## src/rtl/bf_alu_sched.sv

```systemverilog
// Run-length sequencer and round-robin arbiter for the shared inc/dec ALU.
// Two requesters (cell path, pointer path) each submit an operand plus a step
// count; the block loops the ALU result back for that many steps and returns
// the final value tagged with the requester ID.

package bf_alu_pkg;
  localparam int unsigned ALU_OP_W = 2;
  localparam logic [ALU_OP_W-1:0] ALU_INC = 2'd0;
  localparam logic [ALU_OP_W-1:0] ALU_DEC = 2'd1;
endpackage

module bf_alu_sched
  import bf_alu_pkg::*;
#(
  parameter int unsigned WIDTH = 8,
  parameter int unsigned CNT_W = 4
) (
  input  logic                clk,
  input  logic                reset,
  input  logic                req0_valid_i,
  output logic                req0_ready_o,
  input  logic [ALU_OP_W-1:0] req0_op_i,
  input  logic [WIDTH-1:0]    req0_data_i,
  input  logic [CNT_W-1:0]    req0_count_i,
  input  logic                req1_valid_i,
  output logic                req1_ready_o,
  input  logic [ALU_OP_W-1:0] req1_op_i,
  input  logic [WIDTH-1:0]    req1_data_i,
  input  logic [CNT_W-1:0]    req1_count_i,
  output logic [WIDTH-1:0]    alu_data_o,
  output logic [ALU_OP_W-1:0] alu_op_o,
  input  logic [WIDTH-1:0]    alu_result_i,
  output logic                rsp_valid_o,
  input  logic                rsp_ready_i,
  output logic                rsp_id_o,
  output logic [WIDTH-1:0]    rsp_data_o,
  output logic                busy_o
);

  typedef enum logic [1:0] {
    IDLE = 2'd0,
    RUN  = 2'd1,
    DONE = 2'd2
  } state_e;

  state_e                state_q, state_d;
  logic [WIDTH-1:0]      acc_q, acc_d;
  logic [CNT_W-1:0]      remaining_q, remaining_d;
  logic [ALU_OP_W-1:0]   op_q, op_d;
  logic                  id_q, id_d;
  logic                  last_grant_q, last_grant_d;
  logic                  grant0, grant1;

  // State and datapath registers; last_grant resets to 1 so req0 wins the first tie
  always_ff @(posedge clk or posedge reset) begin
    if (reset) begin
      state_q      <= IDLE;
      acc_q        <= '0;
      remaining_q  <= '0;
      op_q         <= ALU_INC;
      id_q         <= 1'b0;
      last_grant_q <= 1'b1;
    end else begin
      state_q      <= state_d;
      acc_q        <= acc_d;
      remaining_q  <= remaining_d;
      op_q         <= op_d;
      id_q         <= id_d;
      last_grant_q <= last_grant_d;
    end
  end

  // Arbitration, step sequencing and response handshake
  always_comb begin
    state_d      = state_q;
    acc_d        = acc_q;
    remaining_d  = remaining_q;
    op_d         = op_q;
    id_d         = id_q;
    last_grant_d = last_grant_q;
    grant0       = 1'b0;
    grant1       = 1'b0;

    case (state_q)
      IDLE: begin
        // Ready is suppressed while reset is held so no grant is advertised then
        grant0 = !reset && req0_valid_i && (!req1_valid_i || last_grant_q);
        grant1 = !reset && req1_valid_i && (!req0_valid_i || !last_grant_q);
        if (grant0) begin
          acc_d        = req0_data_i;
          op_d         = req0_op_i;
          remaining_d  = req0_count_i;
          id_d         = 1'b0;
          last_grant_d = 1'b0;
          state_d      = (req0_count_i != '0) ? RUN : DONE;
        end else if (grant1) begin
          acc_d        = req1_data_i;
          op_d         = req1_op_i;
          remaining_d  = req1_count_i;
          id_d         = 1'b1;
          last_grant_d = 1'b1;
          state_d      = (req1_count_i != '0) ? RUN : DONE;
        end
      end
      RUN: begin
        acc_d       = alu_result_i;
        remaining_d = remaining_q - CNT_W'(1);
        if (remaining_q == CNT_W'(1)) begin
          state_d = DONE;
        end
      end
      DONE: begin
        if (rsp_ready_i) begin
          state_d = IDLE;
        end
      end
      default: begin
        state_d = IDLE;
      end
    endcase
  end

  assign req0_ready_o = grant0;
  assign req1_ready_o = grant1;
  assign alu_data_o   = acc_q;
  assign alu_op_o     = op_q;
  assign rsp_data_o   = acc_q;
  assign rsp_id_o     = id_q;
  assign rsp_valid_o  = (state_q == DONE);
  assign busy_o       = (state_q != IDLE);

endmodule

```

## config.mk

```make
export PLATFORM = sky130hd
export DESIGN_NAME = bf_alu_sched
export DESIGN_NICKNAME = d
export VERILOG_FILES = /design/src/rtl/bf_alu_sched.sv
export SDC_FILE = /design/constraint.sdc
export NUM_CORES = 1
export LEC_CHECK = 0
export CORE_MARGIN = 5
export CORE_UTILIZATION = 41
export DETAILED_ROUTE_END_ITERATION = 16
export MAX_ROUTING_LAYER = met4
export PLACE_DENSITY = 0.82
export SLEW_MARGIN = 20
export SYNTH_ARGS = -nofsm -noshare
export SYNTH_HDL_FRONTEND = slang
export SYNTH_SLANG_ARGS = --single-unit
```

## constraint.sdc

```tcl
create_clock -name clk -period 2.83 [get_ports clk]
set_input_delay 0.566 -clock clk [delete_from_list [all_inputs] [get_ports clk]]
set_output_delay 0.566 -clock clk [all_outputs]
set_load 0.02 [all_outputs]
```

==> out/summary.md <==
STA classifies the critical path startpoint as a primary input. The maximum single-stage delay on the critical path is 0.60 ns, and the total vias in the final route is 1122. The gate family responsible for the most delay along the worst path was buffers and inverters. First-pass iteration count of the detailed router: 4. The clock tree root driver cell is clkbuf_4. The die is 63.2 um tall. Count of H-tree levels built during CTS: 1. Global routing used 18.5% of the available tracks.

Power spread over the standard cell area amounts to 913 mW/mm^2. The number of global-route vias before repair was 1213; the clock input transition at the sequential cells of the worst setup and hold paths was 0.10 ns. Sequential element share of the synthesized area: 38.9%. The logs give 0.00399 sq mm for the die footprint and 0 for the final count of hold timing violations.

The run gives 27 as the number of DRC markers after the initial detailed-route iteration. The tools report the instance count of the mapped netlist as 116. The horizontal extent of the die works out to 63.2 um. Detailed-placement wirelength estimate: 2800 um. For the pin with the worst max-slew slack, the measured transition is 0.402 ns. The post-synthesis async set-or-reset flop share was 100%.

The min-delay analysis places its worst path in the category flip-flop to flip-flop. At the later pin of the worst-skew pair, clock insertion delay measures 0.30 ns. The residual antenna-violating net count after detailed routing is 0. The region available for standard cell placement spans 0.00273 sq mm. The switching power was 704 uW; the post-route clock period utilization was 96.1%. The count of final setup violators is 0, and the largest fanout on the critical path is 3. The wire length of the first global-routing pass is 5780 um, and the final weighted congestion in routability-driven placement is 0.847. The flow ran to the end, and the final reports show no timing, DRC or antenna violations. Per-cell routed wire length: 16.8 um. At the worst endpoint, the required time is 2.26 ns.

The average instance in the mapped netlist occupies 10.0 sq um. For the worst flop-to-flop path, the logic depth is 4. Input and output buffers added on the ports amount to 63.

The total I/O pin count came out at 64. In this run the critical register-to-register path is launched from last_grant_q. The number of flops mapped to enable cells by yosys was 0; the maximum clock frequency was 368 MHz. After synthesis, the most frequently instantiated cells are dfrtp_1 (17), mux2i_1 (13), a21oi_1 (10), buf_4 (10), nand2b_1 (9). For flop-to-flop paths, the worst setup slack is 1.16 ns.

The signal on the critical path passes through clkdlybuf4s50_1 -> o21bai_1 -> buf_4 -> nor2_1 -> and2_1 -> clkdlybuf4s50_1. Power share of the clock group: 9.6%. The number of antenna repair diodes came out at 0.

In this run the static leakage power is 0.000805 uW. The number of nets handed over by synthesis was 159. Registers are responsible for 30.2% of the overall power. Initial antenna violation count: 0.

The worst max-slew margin expressed relative to the limit was 73.2%; the leftover overflow at the end of global routing was 0. The tools report the number of pins with negative max-slew slack in the final report as 0. The critical path's slowest cell was clkdlybuf4s50_1.

For the final routed database, the setup TNS stands at 0 ns. Yosys instantiated no cell more often than dfrtp_1. The tools report the total clock sinks as 18. The capturing element type of the critical path was an output port. The number of logic stages on the critical path including buffering was 6; the post-synthesis to final-layout area growth was 58.1%. The hold path depth is 2, and the total number of nets in the final design is 222. Number of distinct library cells after synthesis: 38.

The biggest area contributor in the post-synthesis netlist is dfrtp_1. Tracing the worst setup path back leads to its startpoint at reset. For this run, the number of Yosys warnings is 0.

The via density per instance was 5.37. The floorplan has 19 rows. Post-CTS timing repair inserted 0 buffers for setup.

Clock tree synthesis inserted a total of 3 buffers. Wires add up to 3510 um. The logs give 970 uW for the cell internal power dissipation and 19 for the pin count of the biggest net entering global routing.

For the number of remaining DRC errors, the log shows 0. The number of buffer and inverter instances along the worst setup path was 3. The tools report the critical register-to-register path endpoint as state_q[1]. The post-place instance area came out at 0.00180 sq mm. The tools report the combinational share of power as 60.2%. The clock arrives with 0.00158 ns of skew. In the final layout, the share of cells above drive strength 1 is 11.2%. The worst-case IR drop observed on VDD is 0.673 mV.

The most common flop cell mapped by yosys was dfrtp_1. After routing the design area is 0.00183 sq mm. Setup repair after global routing left no endpoint under its margin.

For the worst setup path, the data arrival time is 2.15 ns. Destination of the critical timing path: req1_ready_o. TritonCTS built the clock tree. The hold-fix buffer count after cts was 0; the post-synthesis cell area was 0.00116 sq mm. The number of gates resized after CTS was 0.

Classification of the worst setup path: primary input to output port. In this run switching power makes up 42.1% of total power. The cell with the most instances on the worst path was clkdlybuf4s50_1. Counting I/O delays and the setup requirement, the final critical path takes 2.72 ns. The run gives 42.4% as the initial standard-cell utilization of the core.

The run gives 2 as the deepest clock path buffer count. Of the post-synthesis cell area, the dominant cell type holds 36.7%. The flip-flop and latch count after synthesis was 18. The tools report the number of maximum-capacitance constraint violations as 0. By area the synthesized netlist is led by dfrtp_1 (37%), mux2i_1 (11%), buf_4 (6.5%).
## flip-flops by register name, indices dropped and copies added (netlist names)
| register | count |
|---|---|
| alu_data_o | 8 |
| remaining_q | 4 |
| alu_op_o | 2 |
| state_q | 2 |
| last_grant_q | 1 |
| rsp_id_o | 1 |
## power by group through the flow
stage	registers (uW)	clock network [uW]	logic, uW
6_report	505	161	1010
5_1_grt	524	178	1090
2_1_floorplan	587	0	541
3_3_place_gp	496	0	987
3_5_place_dp	506	0	1010
4_1_cts	503	165	1020
## cells in the final DEF, fill, tap and decap left out, types with 2 or more instances in the layout
cell | synthesis | final
clkdlybuf4s50_1 | 0 | 62
dfrtp_1 | 17 | 17
mux2i_1 | 13 | 13
a21oi_1 | 10 | 10
nand2b_1 | 9 | 9
o221ai_1 | 8 | 8
buf_4 | 10 | 8
nor2_1 | 6 | 6
inv_1 | 4 | 4
nand2_1 | 4 | 4
nor2b_1 | 3 | 3
o21ai_0 | 3 | 3
clkbuf_4 | 0 | 3
nor4_1 | 2 | 2
ha_1 | 2 | 2
## metrics by stage
| step | utilization [%] | setup WS [ns] | total power [uW] | hold WS, ns | instances |
|---|---|---|---|---|---|
| floorplan | - | 0.448 | 1130 | 0.447 | 116 |
| global placement | 65.7 | 0.101 | 1480 | 0.465 | 205 |
| detailed placement | 65.7 | 0.0337 | 1520 | 0.476 | 205 |
| CTS | 67.0 | 0.0224 | 1690 | 0.504 | 209 |
| global route | 67.1 | 0.0510 | 1790 | 0.551 | 209 |
| finish | 67.1 | 0.112 | 1670 | 0.504 | 209 |
## routing by layer
metal | up-vias | track usage [%] | wire length (um)
met4 | 0 | 6.23 | 40
met1 | 523 | 21.0 | 1480
met5 | - | - | 0
met3 | 5 | 3.91 | 209
met2 | 53 | 32.2 | 1780
li1 | 541 | - | -
## cell families (layout without fill, tap and decap cells)
family | after synthesis | after routing | share of synthesized area (%)
AOI/OAI and AO/OA | 30 | 30 | 19.3
adders and majority gates | 2 | 2 | 2.16
buffers and inverters | 18 | 80 | 9.71
DFF | 18 | 18 | 38.9
muxes | 15 | 15 | 13.5
and+or+nand+nor | 33 | 33 | 16.4
## tightest hold or removal path, delay by kind of cell (launching register included)
family	cells	cell delay, ns
AND/OR/NAND/NOR	1	0.05
flip-flops	1	0.36
AO/OA/AOI/OAI	1	0.06
## cell type report
| type | instances | area [sq um] |
|---|---|---|
| inverter | 5 | 18.8 |
| timing repair buffer | 71 | 693 |
| sequential | 18 | 452 |
| tap | 31 | 38.8 |
| clock buffer | 4 | 36.3 |
| fill | 228 | 900 |
| multi-input combinational | 80 | 596 |
## how the worst min path moves through the flow
stage | startpoint | slack [ns] | end
global route | alu_op_o[1] | 0.55 | alu_op_o[1]
detailed placement | alu_op_o[0] | 0.48 | alu_op_o[0]
finish | alu_op_o[1] | 0.50 | alu_op_o[1]
floorplan | reset | 0.45 | alu_data_o[0]
CTS | alu_op_o[1] | 0.50 | alu_op_o[1]
global placement | alu_op_o[1] | 0.47 | alu_op_o[1]
No activity file was read; power rests on OpenSTA's default activity.
